## src/rtl/seg7_monitor.sv

```systemverilog
// Seven-segment bus monitor: glitch filter, segment decode and valid/ready update reporting.
// Optional single-digit +1 step checking is enabled by defining SEG7_MONITOR_STEP_CHECK_EN.
module seg7_monitor #(
   parameter int NUM_DIGITS    = 8,
   parameter int STABLE_CYCLES = 4,
   parameter int CNT_W         = 16
) (
   input  logic                    clk,
   input  logic                    rst_n,
   input  logic [7*NUM_DIGITS-1:0] hex,
   output logic [4*NUM_DIGITS-1:0] digits,
   output logic [NUM_DIGITS-1:0]   blank,
   output logic                    upd_valid,
   input  logic                    upd_ready,
   output logic                    overrun,
   output logic                    bad_pat,
   output logic                    step_err,
   output logic [CNT_W-1:0]        upd_cnt
);

   localparam int              HW        = 7 * NUM_DIGITS;
   localparam logic [7:0]      CNT_MAX   = 8'(STABLE_CYCLES - 1);
   localparam logic [HW-1:0]   ALL_BLANK = {NUM_DIGITS{7'h7F}};

   typedef enum logic {IDLE, PEND} state_t;

   // Returns {hit, digit}; the blank pattern is not a hit.
   function automatic logic [4:0] seg_decode(input logic [6:0] p);
      case (p)
         7'h40: seg_decode = 5'h10;
         7'h79: seg_decode = 5'h11;
         7'h24: seg_decode = 5'h12;
         7'h30: seg_decode = 5'h13;
         7'h19: seg_decode = 5'h14;
         7'h12: seg_decode = 5'h15;
         7'h02: seg_decode = 5'h16;
         7'h78: seg_decode = 5'h17;
         7'h00: seg_decode = 5'h18;
         7'h10: seg_decode = 5'h19;
         7'h08: seg_decode = 5'h1A;
         7'h03: seg_decode = 5'h1B;
         7'h46: seg_decode = 5'h1C;
         7'h21: seg_decode = 5'h1D;
         7'h06: seg_decode = 5'h1E;
         7'h0E: seg_decode = 5'h1F;
         default: seg_decode = 5'h00;
      endcase
   endfunction

   logic [HW-1:0]           hex_q, hex_d, cand_q, cand_d, acc_q, acc_d;
   logic [7:0]              cnt_q, cnt_d;
   logic [4*NUM_DIGITS-1:0] digits_q, digits_d;
   logic [NUM_DIGITS-1:0]   blank_q, blank_d;
   state_t                  state_q, state_d;
   logic                    overrun_q, overrun_d, bad_q, bad_d;
   logic [CNT_W-1:0]        upd_cnt_q, upd_cnt_d;
   logic                    accept;

   logic [4*NUM_DIGITS-1:0] new_digit;
   logic [NUM_DIGITS-1:0]   new_hit, new_blank;

   for (genvar k = 0; k < NUM_DIGITS; k++) begin : g_dec
      logic [4:0] d;
      assign d                = seg_decode(cand_q[7*k +: 7]);
      assign new_hit[k]       = d[4];
      assign new_digit[4*k +: 4] = d[3:0];
      assign new_blank[k]     = (cand_q[7*k +: 7] == 7'h7F);
   end

   always_comb begin
      hex_d     = hex;
      cand_d    = cand_q;
      cnt_d     = cnt_q;
      acc_d     = acc_q;
      digits_d  = digits_q;
      blank_d   = blank_q;
      state_d   = state_q;
      overrun_d = overrun_q;
      bad_d     = bad_q;
      upd_cnt_d = upd_cnt_q;
      accept    = (cnt_q == CNT_MAX) && (cand_q != acc_q);

      if (hex_q != cand_q) begin
         cand_d = hex_q;
         cnt_d  = 8'd0;
      end else if (cnt_q != CNT_MAX) begin
         cnt_d = cnt_q + 8'd1;
      end

      case (state_q)
         IDLE: if (accept) state_d = PEND;
         PEND: begin
            if (accept && !upd_ready)      overrun_d = 1'b1;
            else if (!accept && upd_ready) state_d   = IDLE;
         end
         default: state_d = IDLE;
      endcase

      if (accept) begin
         acc_d     = cand_q;
         digits_d  = new_digit;
         blank_d   = new_blank;
         upd_cnt_d = upd_cnt_q + 1'b1;
         if ((~new_hit & ~new_blank) != '0) bad_d = 1'b1;
      end
   end

   // Sample path resets to the blank bus so an idle display never looks like a change.
   always_ff @(posedge clk) begin
      if (!rst_n) begin
         hex_q     <= ALL_BLANK;
         cand_q    <= ALL_BLANK;
         cnt_q     <= 8'd0;
         acc_q     <= ALL_BLANK;
         digits_q  <= '0;
         blank_q   <= '1;
         state_q   <= IDLE;
         overrun_q <= 1'b0;
         bad_q     <= 1'b0;
         upd_cnt_q <= '0;
      end else begin
         hex_q     <= hex_d;
         cand_q    <= cand_d;
         cnt_q     <= cnt_d;
         acc_q     <= acc_d;
         digits_q  <= digits_d;
         blank_q   <= blank_d;
         state_q   <= state_d;
         overrun_q <= overrun_d;
         bad_q     <= bad_d;
         upd_cnt_q <= upd_cnt_d;
      end
   end

`ifdef SEG7_MONITOR_STEP_CHECK_EN
   logic [NUM_DIGITS-1:0] grp_diff, grp_ok;
   logic                  step_ok, seen_q, seen_d, step_q, step_d;

   for (genvar k = 0; k < NUM_DIGITS; k++) begin : g_step
      logic [4:0] o;
      assign o           = seg_decode(acc_q[7*k +: 7]);
      assign grp_diff[k] = (acc_q[7*k +: 7] != cand_q[7*k +: 7]);
      assign grp_ok[k]   = o[4] && new_hit[k] && (new_digit[4*k +: 4] == 4'(o[3:0] + 4'd1));
   end

   always_comb begin
      seen_d  = seen_q;
      step_d  = step_q;
      step_ok = $onehot(grp_diff) && ((grp_diff & ~grp_ok) == '0);
      if (accept) begin
         seen_d = 1'b1;
         if (seen_q && !step_ok) step_d = 1'b1;
      end
   end

   always_ff @(posedge clk) begin
      if (!rst_n) begin
         seen_q <= 1'b0;
         step_q <= 1'b0;
      end else begin
         seen_q <= seen_d;
         step_q <= step_d;
      end
   end

   assign step_err = step_q;
`else
   assign step_err = 1'b0;
`endif

   assign digits    = digits_q;
   assign blank     = blank_q;
   assign upd_valid = (state_q == PEND);
   assign overrun   = overrun_q;
   assign bad_pat   = bad_q;
   assign upd_cnt   = upd_cnt_q;

endmodule

```

## config.mk

```make
export PLATFORM = sky130hd
export DESIGN_NAME = seg7_monitor
export DESIGN_NICKNAME = d
export VERILOG_FILES = /design/src/rtl/seg7_monitor.sv
export SDC_FILE = /design/constraint.sdc
export NUM_CORES = 1
export LEC_CHECK = 0
export ABC_AREA = 1
export CORE_ASPECT_RATIO = 0.9
export CORE_MARGIN = 5
export CORE_UTILIZATION = 40
export DETAILED_ROUTE_END_ITERATION = 10
export DONT_BUFFER_PORTS = 1
export SLEW_MARGIN = 10
export SYNTH_ARGS = -nofsm -noshare
export SYNTH_HDL_FRONTEND = slang
export SYNTH_SLANG_ARGS = --single-unit
```

## constraint.sdc

```tcl
create_clock -name clk -period 5.6 [get_ports clk]
set_input_delay 0.56 -clock clk [delete_from_list [all_inputs] [get_ports clk]]
set_output_delay 0.56 -clock clk [all_outputs]
set_load 0.03 [all_outputs]
```

* Word-level counts from Yosys, hierarchy flattened
Cells that the tools add are included.
W data, S select, Z words.
** Word-level totals
- Register bits :: 235
- Bits of input ports :: 59
- Output and inout port bits :: 60
** Operators by class
- Add/sub/neg operators :: 2
- Equality and inequality tests :: 132
- Mux-type cells :: 12
- Bitwise logic cells :: 5
- Reduce and logical (&&, ||, !) cells :: 17
** Operators with widths (number)
- $pmux W5 S16 :: 8
- $eq A7 B7 Y1 const B :: 40
- $eq A7 B5 Y1 const B :: 24
- $eq A7 B6 Y1 const B :: 24
- $eq A7 B2 Y1 const B :: 16
- $eq A7 B4 Y1 const B :: 16
- $ne A56 B56 Y1 :: 2
- $eq A7 B3 Y1 const B :: 8
- $logic_not A7 Y1 :: 8
- $add A16 B1 Y16 const B :: 1
- $not A8 Y8 :: 2
- $add A8 B1 Y8 const B :: 1
- $and A8 B8 Y8 :: 1
- $eq A8 B2 Y1 const B :: 1
- $ne A8 B2 Y1 const B :: 1
- $reduce_bool A8 Y1 :: 1
- $reduce_and A2 Y1 :: 2
- $logic_and A1 B1 Y1 :: 3
- $mux W1 :: 3
- $logic_not A1 Y1 :: 2
- $not A1 Y1 :: 2
- $pmux W1 S2 :: 1
- $reduce_or A2 Y1 :: 1

* Depth between registers and ports, before layout
Gate-level depths: netlist of run 1.
- Depth in word-level cells :: 7
- Gate-level depth with buffers :: 14

* Worst setup path after synthesis of run 1
OpenSTA, ideal clock, no wires.
- Kind :: flip-flop to flip-flop
- Start :: register cnt_q[0]
- End :: register digits_q[29] (netlist: digits[29])
- Setup time :: 128 ps
- Data arrival time :: 1646 ps
- Data required time :: 5472 ps
- Setup slack :: 3826 ps
- Stages on the path, launching flop included :: 10
- Period minus slack after synthesis :: 1774 ps
- Path through :: dfxtp_1 > ha_1 > inv_1 > nor4_4 > inv_2 > a21oi_4 > buf_2 > nand2_1 > o21ai_1 > nor2_1
** Between the ends
- Word-level cells in the longest chain between the ends :: 2
** Ends and longest elaborated chain
- start, declared :: line 51 : logic [7:0] cnt_q, cnt_d;
- start signal, assigned :: line 124 : cnt_q <= cnt_d;
- $eq A8 B2 Y1 :: line 81 : accept = (cnt_q == CNT_MAX) && (cand_q != acc_q);
- $logic_and A1 B1 Y1 :: line 81
- end signal, assigned :: line 126 : digits_q <= digits_d;
- end, declared :: line 52 : logic [4*NUM_DIGITS-1:0] digits_q, digits_d;
No other way between the ends.
A chain may end at the register's enable or synchronous reset.

* Worst setup path after layout of run 1
- Start :: register cand_q[12]
- End :: register digits_q[3] (netlist: digits[3])
** Between the ends
- Word-level cells in the longest chain between the ends :: 2
** Ends and longest elaborated chain
- start, declared :: line 50 : logic [HW-1:0] hex_q, hex_d, cand_q, cand_d, acc_q, acc_d;
- start signal, assigned :: line 123 : cand_q <= cand_d;
- $ne A56 B56 Y1 :: line 81
- $logic_and A1 B1 Y1 :: line 81
No other way between the ends.

==> results.toml, run 1 <==
[synthesis]
synth_seq_cells = 235
synth-seq-area-share_pct = 41.2
yosys-top-cells-area = "dfxtp_1, nand2_1, nor2_1, inv_1, or2_2"
yosys.area_share.adder_pct = 0.219
ys_types = 32
synth.top_cell.area_share_pct = 41.2
yosysTopAreaCell = "dfxtp_1"
syn_inst = 1616
synth-simple-area-share_pct = 34.8
synthXorXnorAreaFrac_pct = 7.36
synth_edf_count = 0
synthFlopType = "dfxtp_1"
synth_top_family_by_area = "simple AND/OR/NAND/NOR gates"
avgSynthCellArea_um2 = 7.07
synth_mux_area_share_pct = 0
synth-compound-area-share_pct = 7.55
synth_fp_nets = 1677
async_reset_ff_share_pct = 0
ys_warn_count = 0
syn_area_um2 = 11400

[pwr]
pwr_density_cell_nw_per_um2 = 289
leakagePower_nw = 5.87
p_switching_mw = 0.821
ir_drop_mv = 0.197
p_int_mw = 2.73
clock_power_share_pct = 45.3
seq_power_share_pct = 49.5
power_frac_comb_pct = 5.2
switching_share_pct = 23.1

[drt]
routed_wl_mm = 27.8
final_antenna_net_count = 0
num_vias = 9642
vias_per_cell = 4.99
routedWlPerCell_um = 14.4
dr.first_iter.drc_count = 669
firstDrtPassIters = 6
drc = 0

[sta]
min_period_ps = 2970
hold_violations = 0
tightest_slew_ps = 938
fin_skew_ps = 14.4
min_period_over_period_pct = 53.0
fmax_mhz = 337
rsz0062_at_grt = "false"
fin_setup_tns_ps = 0
report.final.slew_viol_count = 0
max-slew-margin-rel_pct = 37.5
setup_viol = 0

[cts]
tritoncts = "yes"
htree_levels = 1
path_clk_slew_ps = 60
numCtsBuffers = 26
max-clock-path-buffers = 3
cts.sink_count = 235
cts.repair.resized = 0
cts_hold_buf = 0
cts_root_buf = "clkbuf_16"
clk-insertion-delay-late_ps = 520
cts_setup_buffers = 0

[status]
status = "finished, final reports clean"

[worst_setup_path]
cpPeakStageDelay_ps = 650
critPathArrivalTime_ps = 3420
worstRegToRegCells = 11
path_cells = "xor2_1, nor2_1, nand2_1, nor2_1, nand2_1, nor2_2, nand2_2, nand2_4, buf_4, o21ai_0, nor2_1"
cp_common_cell = "nor2_1"
cpMaxStageDelayCell = "nand2_4"
critPathCaptureType = "flop"
crit_fanout = 90
criticalPathCategory = "reg2reg"
cp-start-kind = "flop"
path_buf_inv = 1
crit_family = "simple AND/OR/NAND/NOR gates"
cp.depth = 11
worst_ep_required_time_ps = 6050

[die]
die_area_um2 = 32000
num_io_pins = 119
die_h_um = 170
die_w_um = 188
initial_core_util_pct = 40.7
rows = 58
fp.coreArea_um2 = 28100

[global_route]
grt_pass1_vias = 9069
grt_pass1_wl_mm = 46.5
grt_util_all_layers_pct = 17.2
grt.overflow.total = 0
antenna_found_initial = 0
grt_max_degree = 121

[cells_and_area]
antenna_cells = 0
syn_to_final_growth_pct = 7.36
drive_above_1_share_pct = 8.89
final_util_pct = 43.7
num-nets-final = 1620

[min_path]
hold_path_class = "in2reg"
hold_depth = 1

[placed_design]
hpwl_mm = 20.2
routabilityCongestion = 0.888
port_buffers = 0

[run]
cap_violations = 0
## cell usage in the layout, fill, tap and decap left out, drive strengths merged
| cell | n |
|---|---|
| nand2 | 376 |
| nor2 | 257 |
| dfxtp | 235 |
| inv | 152 |
| nand3 | 86 |
| or2 | 86 |
| o211ai | 63 |
| xnor2 | 50 |
| xor2 | 46 |
| nand4 | 43 |
| nor3 | 37 |
| clkbuf | 34 |
| o21ai | 34 |
| a21oi | 28 |
| nor4 | 17 |
| clkinv | 7 |
| o2111ai | 6 |
| buf | 4 |
| nor4b | 3 |
| o31ai | 2 |
| nand3b | 2 |
| ha | 2 |
| clkinvlp | 2 |
| conb | 1 |
| bufinv | 1 |
## power groups by stage
| stage | Sequential, mW | Combinational [mW] | Clock (mW) |
|---|---|---|---|
| floorplan | 1.76 | 0.179 | 0 |
| global placement | 1.79 | 0.187 | 0 |
| detailed placement | 1.79 | 0.186 | 0 |
| CTS | 1.76 | 0.187 | 1.66 |
| global route | 1.76 | 0.212 | 1.73 |
| finish | 1.76 | 0.185 | 1.61 |
## cell families after synthesis
kind of cell	Yosys count
buffers and inverters	242
other	1
xor gates and xnor gates	96
and+or+nand+nor	907
adders and majority gates	2
DFF	235
AOI/OAI and AO/OA	133
## metal layers
| metal | track usage (%) | up-vias | routed length (um) |
|---|---|---|---|
| li1 | - | 5021 | - |
| met1 | 24.5 | 4333 | 13800 |
| met2 | 27.2 | 243 | 12100 |
| met3 | 2.87 | 45 | 1390 |
| met4 | 4.12 | 0 | 616 |
| met5 | 0 | - | 0 |
## stage by stage
| stage | hold WS [ps] | worst slack (ps) | power [mW] | std cells | area [um^2] |
|---|---|---|---|---|---|
| finish | 140 | 2630 | 3.55 | 1934 | 12300 |
| global route | 109 | 2330 | 3.70 | 1934 | 12300 |
| CTS | 90.5 | 2610 | 3.61 | 1934 | 12300 |
| detailed placement | 437 | 2640 | 1.98 | 1891 | 11500 |
| global placement | 432 | 2680 | 1.98 | 1891 | 11500 |
| floorplan | 417 | 3830 | 1.94 | 1616 | 11400 |
## Yosys cell counts, types with 2 or more instances
| cell type | number |
|---|---|
| xor2_1 | 46 |
| o211ai_1 | 63 |
| o31ai_1 | 2 |
| nor2_1 | 255 |
| inv_1 | 148 |
| ha_1 | 2 |
| nand4_1 | 43 |
| xnor2_1 | 50 |
| buf_4 | 10 |
| inv_2 | 5 |
| nor2_2 | 2 |
| buf_2 | 43 |
| clkbuf_1 | 31 |
| clkbuf_2 | 4 |
| nor3_1 | 37 |
| nor4_1 | 16 |
| o2111ai_1 | 6 |
| nor4b_1 | 3 |
| nand2_1 | 374 |
| nand3b_1 | 2 |
| nand3_1 | 86 |
| dfxtp_1 | 235 |
| or2_2 | 86 |
| o21ai_1 | 14 |
| o21ai_0 | 20 |
| a21oi_1 | 27 |
## sequential cells by signal (all words and copies together), names as in the netlist
signal     cells
digits        32
bad_pat        1
upd_cnt       16
cnt_q          8
overrun        1
acc_q         56
hex_q         56
blank          8
upd_valid      1
cand_q        56
## area by class of cell
class / instances / area (um^2)
fillers: 2888 / 15800
well taps: 360 / 450
flip-flops and latches: 235 / 4700
inverters: 153 / 576
repair buffers: 4 / 30.0
multi-input cells: 1139 / 5710
clock buffers: 34 / 722
clock inverters: 9 / 75.1
## final timing paths
check               end  startpoint  slack [ps]
max reg2reg   digits[3]  cand_q[12]        2630
min           hex_q[13]     hex[13]         140
min reg2reg  cand_q[37]   hex_q[37]         450
max           digits[3]  cand_q[12]        2630
Power figures use the tool's default switching activity.
==> run 2: changes to the inputs <==
--- a/config.mk
+++ b/config.mk
@@ -5,7 +5,7 @@
 export SDC_FILE = /design/constraint.sdc
 export NUM_CORES = 1
 export LEC_CHECK = 0
-export ABC_AREA = 1
+export ABC_AREA = 0
 export CORE_ASPECT_RATIO = 0.9
 export CORE_MARGIN = 5
 export CORE_UTILIZATION = 40
==> constraint.sdc (replaced) <==
create_clock -name clk -period 2.7 [get_ports clk]
set_input_delay 0.27 -clock clk [delete_from_list [all_inputs] [get_ports clk]]
set_output_delay 0.27 -clock clk [all_outputs]
set_load 0.03 [all_outputs]
==> results.toml, run 2 <==
[worst_setup_path]
worst_ep_required_time_ps = 3120
critPathArrivalTime_ps = 3030
cpPeakStageDelay_ps = 420
timing.rr.end = "upd_cnt[5]"
worstRegToRegCells = 9
cp-start-kind = "flop"
regToRegStartpoint = "acc_q[31]"
cpMaxStageDelayCell = "nor4_2"
r2r_slack_ps = 90
crit_end = "upd_cnt[5]"
critPathCaptureType = "flop"
path_cells = "xor2_1, nor4_2, nand4_1, nor4_2, buf_4, or2_2, buf_12, nor3_1, mux2i_1"
crit_fanout = 46
criticalPathCategory = "reg2reg"
worstSetupStartpoint = "acc_q[31]"
cp_common_cell = "nor4_2"

[die]
die_h_um = 170
rows = 58
fp.coreArea_um2 = 27900
initial_core_util_pct = 40.6
die_area_um2 = 31800
num_io_pins = 119
die_w_um = 187

[sta]
tightest_slew_ps = 732
min_period_over_period_pct = 96.8
fin_ws_ps = 85.7
max-slew-margin-rel_pct = 51.1
fin_skew_ps = 22.7
hold_violations = 0
setup_viol = 0
report.final.slew_viol_count = 0
fin_setup_tns_ps = 0
fmax_mhz = 383
rsz0062_at_grt = "false"
min_period_ps = 2610

[synthesis]
syn_inst = 1380
synth-compound-area-share_pct = 10.8
synthXorXnorAreaFrac_pct = 11.3
synth_most_common_cell = "dfxtp_1"
ys_types = 72
synth_edf_count = 0
ys_warn_count = 0
synth_seq_cells = 235
synth-seq-area-share_pct = 41.5
yosys-top-cells-area = "dfxtp_1, nand2b_1, xor2_1, nand2_1, xnor2_1"
syn_area_um2 = 11300
synth_fp_nets = 1441
synth-simple-area-share_pct = 30.3
synth_mux_area_share_pct = 0.718
synth_common_cells = "dfxtp_1, nand2_1, nand2b_1, nor2_1, xor2_1"
yosysTopAreaCell = "dfxtp_1"
async_reset_ff_share_pct = 0
avgSynthCellArea_um2 = 8.21
yosys.area_share.adder_pct = 0.221
synth.top_cell.area_share_pct = 41.5
synth_top_family_by_area = "simple AND/OR/NAND/NOR gates"
synthFlopType = "dfxtp_1"

[placed_design]
dpl_worst_slack_ps = 57.4
hpwl_mm = 22.2
port_buffers = 0
dpl_cell_area_um2 = 11800
routabilityCongestion = 0.848

[cts]
cts_setup_buffers = 0
cts_root_buf = "clkbuf_16"
numCtsBuffers = 26
tritoncts = "yes"
clk-insertion-delay-late_ps = 550
max-clock-path-buffers = 3
htree_levels = 1
cts.sink_count = 235
path_clk_slew_ps = 60

[pwr]
power_frac_comb_pct = 9.2
pwr_density_cell_nw_per_um2 = 572
p_int_mw = 5.93
clock_power_share_pct = 45.0
seq_power_share_pct = 45.8
ir_drop_mv = 0.655
power_mw = 7.88
switching_share_pct = 24.8
p_switching_mw = 1.96
leakagePower_nw = 5.26

[drt]
final_antenna_net_count = 0
dr.first_iter.drc_count = 855
num_vias = 9856
routedWlPerCell_um = 17.9
drc = 0
routed_wl_mm = 32.8
firstDrtPassIters = 5
vias_per_cell = 5.38

[cells_and_area]
num-nets-final = 1516
final_cell_mix = "dfxtp_1, nand2_1, nand2b_1"
final_area_um2 = 13800
reg_top3 = "acc_q: 56 flops, cand_q: 56 flops, hex_q: 56 flops"
drive_above_1_share_pct = 8.96
fillers = 2598
final_common_cell = "dfxtp_1"
final_util_pct = 49.4
syn_to_final_growth_pct = 21.7
antenna_cells = 0

[global_route]
grt_pass1_vias = 9036
grt.overflow.total = 0
antenna_found_initial = 0
grt_util_all_layers_pct = 19.9
grt_pass1_wl_mm = 51.2
grt_max_degree = 143

[run]
cap_violations = 0

[min_path]
hold_path_class = "in2reg"

[status]
status = "finished, final reports clean"
[run 2: changes by cell type after synthesis, moves of 18 or more]
cell / delta
buf_2: -26
inv_1: -135
nor2_1: -152
or2_2: -82
o211ai_1: -51
nand2b_1: +131
nor4_1: +21
xor2_1: +45
nand2_1: -193
clkbuf_1: +54
a211oi_1: +18
[run 2: power groups by stage]
stage                     Combinational (mW)  Clock (mW)  Sequential (mW)
after floorplan                        0.429           0             3.66
after global placement                 0.558           0             3.69
after detailed placement               0.558           0             3.69
after CTS                              0.709        3.62             3.61
after global routing                   0.783        3.79             3.62
final                                  0.723        3.55             3.61
[run 2: how the worst min path moves through the flow]
stage | start | to | slack [ps] | depth (start not counted)
6_report | rst_n | acc_q[10] | 140 | 2
3_3_place_gp | rst_n | blank[1] | 360 | 1
5_1_grt | rst_n | acc_q[7] | 200 | 2
3_5_place_dp | rst_n | blank[1] | 360 | 1
4_1_cts | rst_n | blank[3] | 170 | 2
2_1_floorplan | hex[0] | hex_q[0] | 370 | 1
[run 2: cell type report]
type / instances / area (um^2) / area share [%]
tap: 360 / 450 / 3.27
inverter: 13 / 48.8 / 0.354
timing repair buffer: 172 / 1630 / 11.9
clock inverter: 12 / 135 / 0.980
sequential: 235 / 4700 / 34.1
multi-input combinational: 1007 / 6070 / 44.1
clock buffer: 34 / 741 / 5.37
[run 2: through the flow]
step / instances / hold slack, ps
after global placement: 1682 / 362
after global routing: 1833 / 200
after CTS: 1833 / 173
after floorplan: 1380 / 371
final: 1833 / 138
after detailed placement: 1682 / 360
[run 2: per-layer routing]
layer / share of wire (%) / wire [um] / track usage (%)
met1: 48 / 15700 / 28.8
met3: 6.8 / 2220 / 3.54
met4: 2.6 / 852 / 5.23
met5: 0 / 0 / 0
met2: 43 / 14100 / 31.0
[run 2: kinds of logic after synthesis]
family	Yosys count
mux	8
other cells	1
fa+ha+maj	2
simple gates	674
xor+xnor	146
buf+inv	138
flops	235
compound gates	176
[run 2: repair_timing]
item | in CTS | in global routing
hold buffers | 105 | 0
gates resized for setup | 0 | 3
endpoints found under the hold margin | 190 | 0
setup endpoints to repair | 0 | 42
[run 2: critical path: cells and delay by family (launching register included)]
kind                      cells  cell delay [ps]
muxes                         1              130
buffers and inverters         2              500
xor gates and xnor gates      1              190
and+or+nand+nor               5             1340
DFF                           1              320
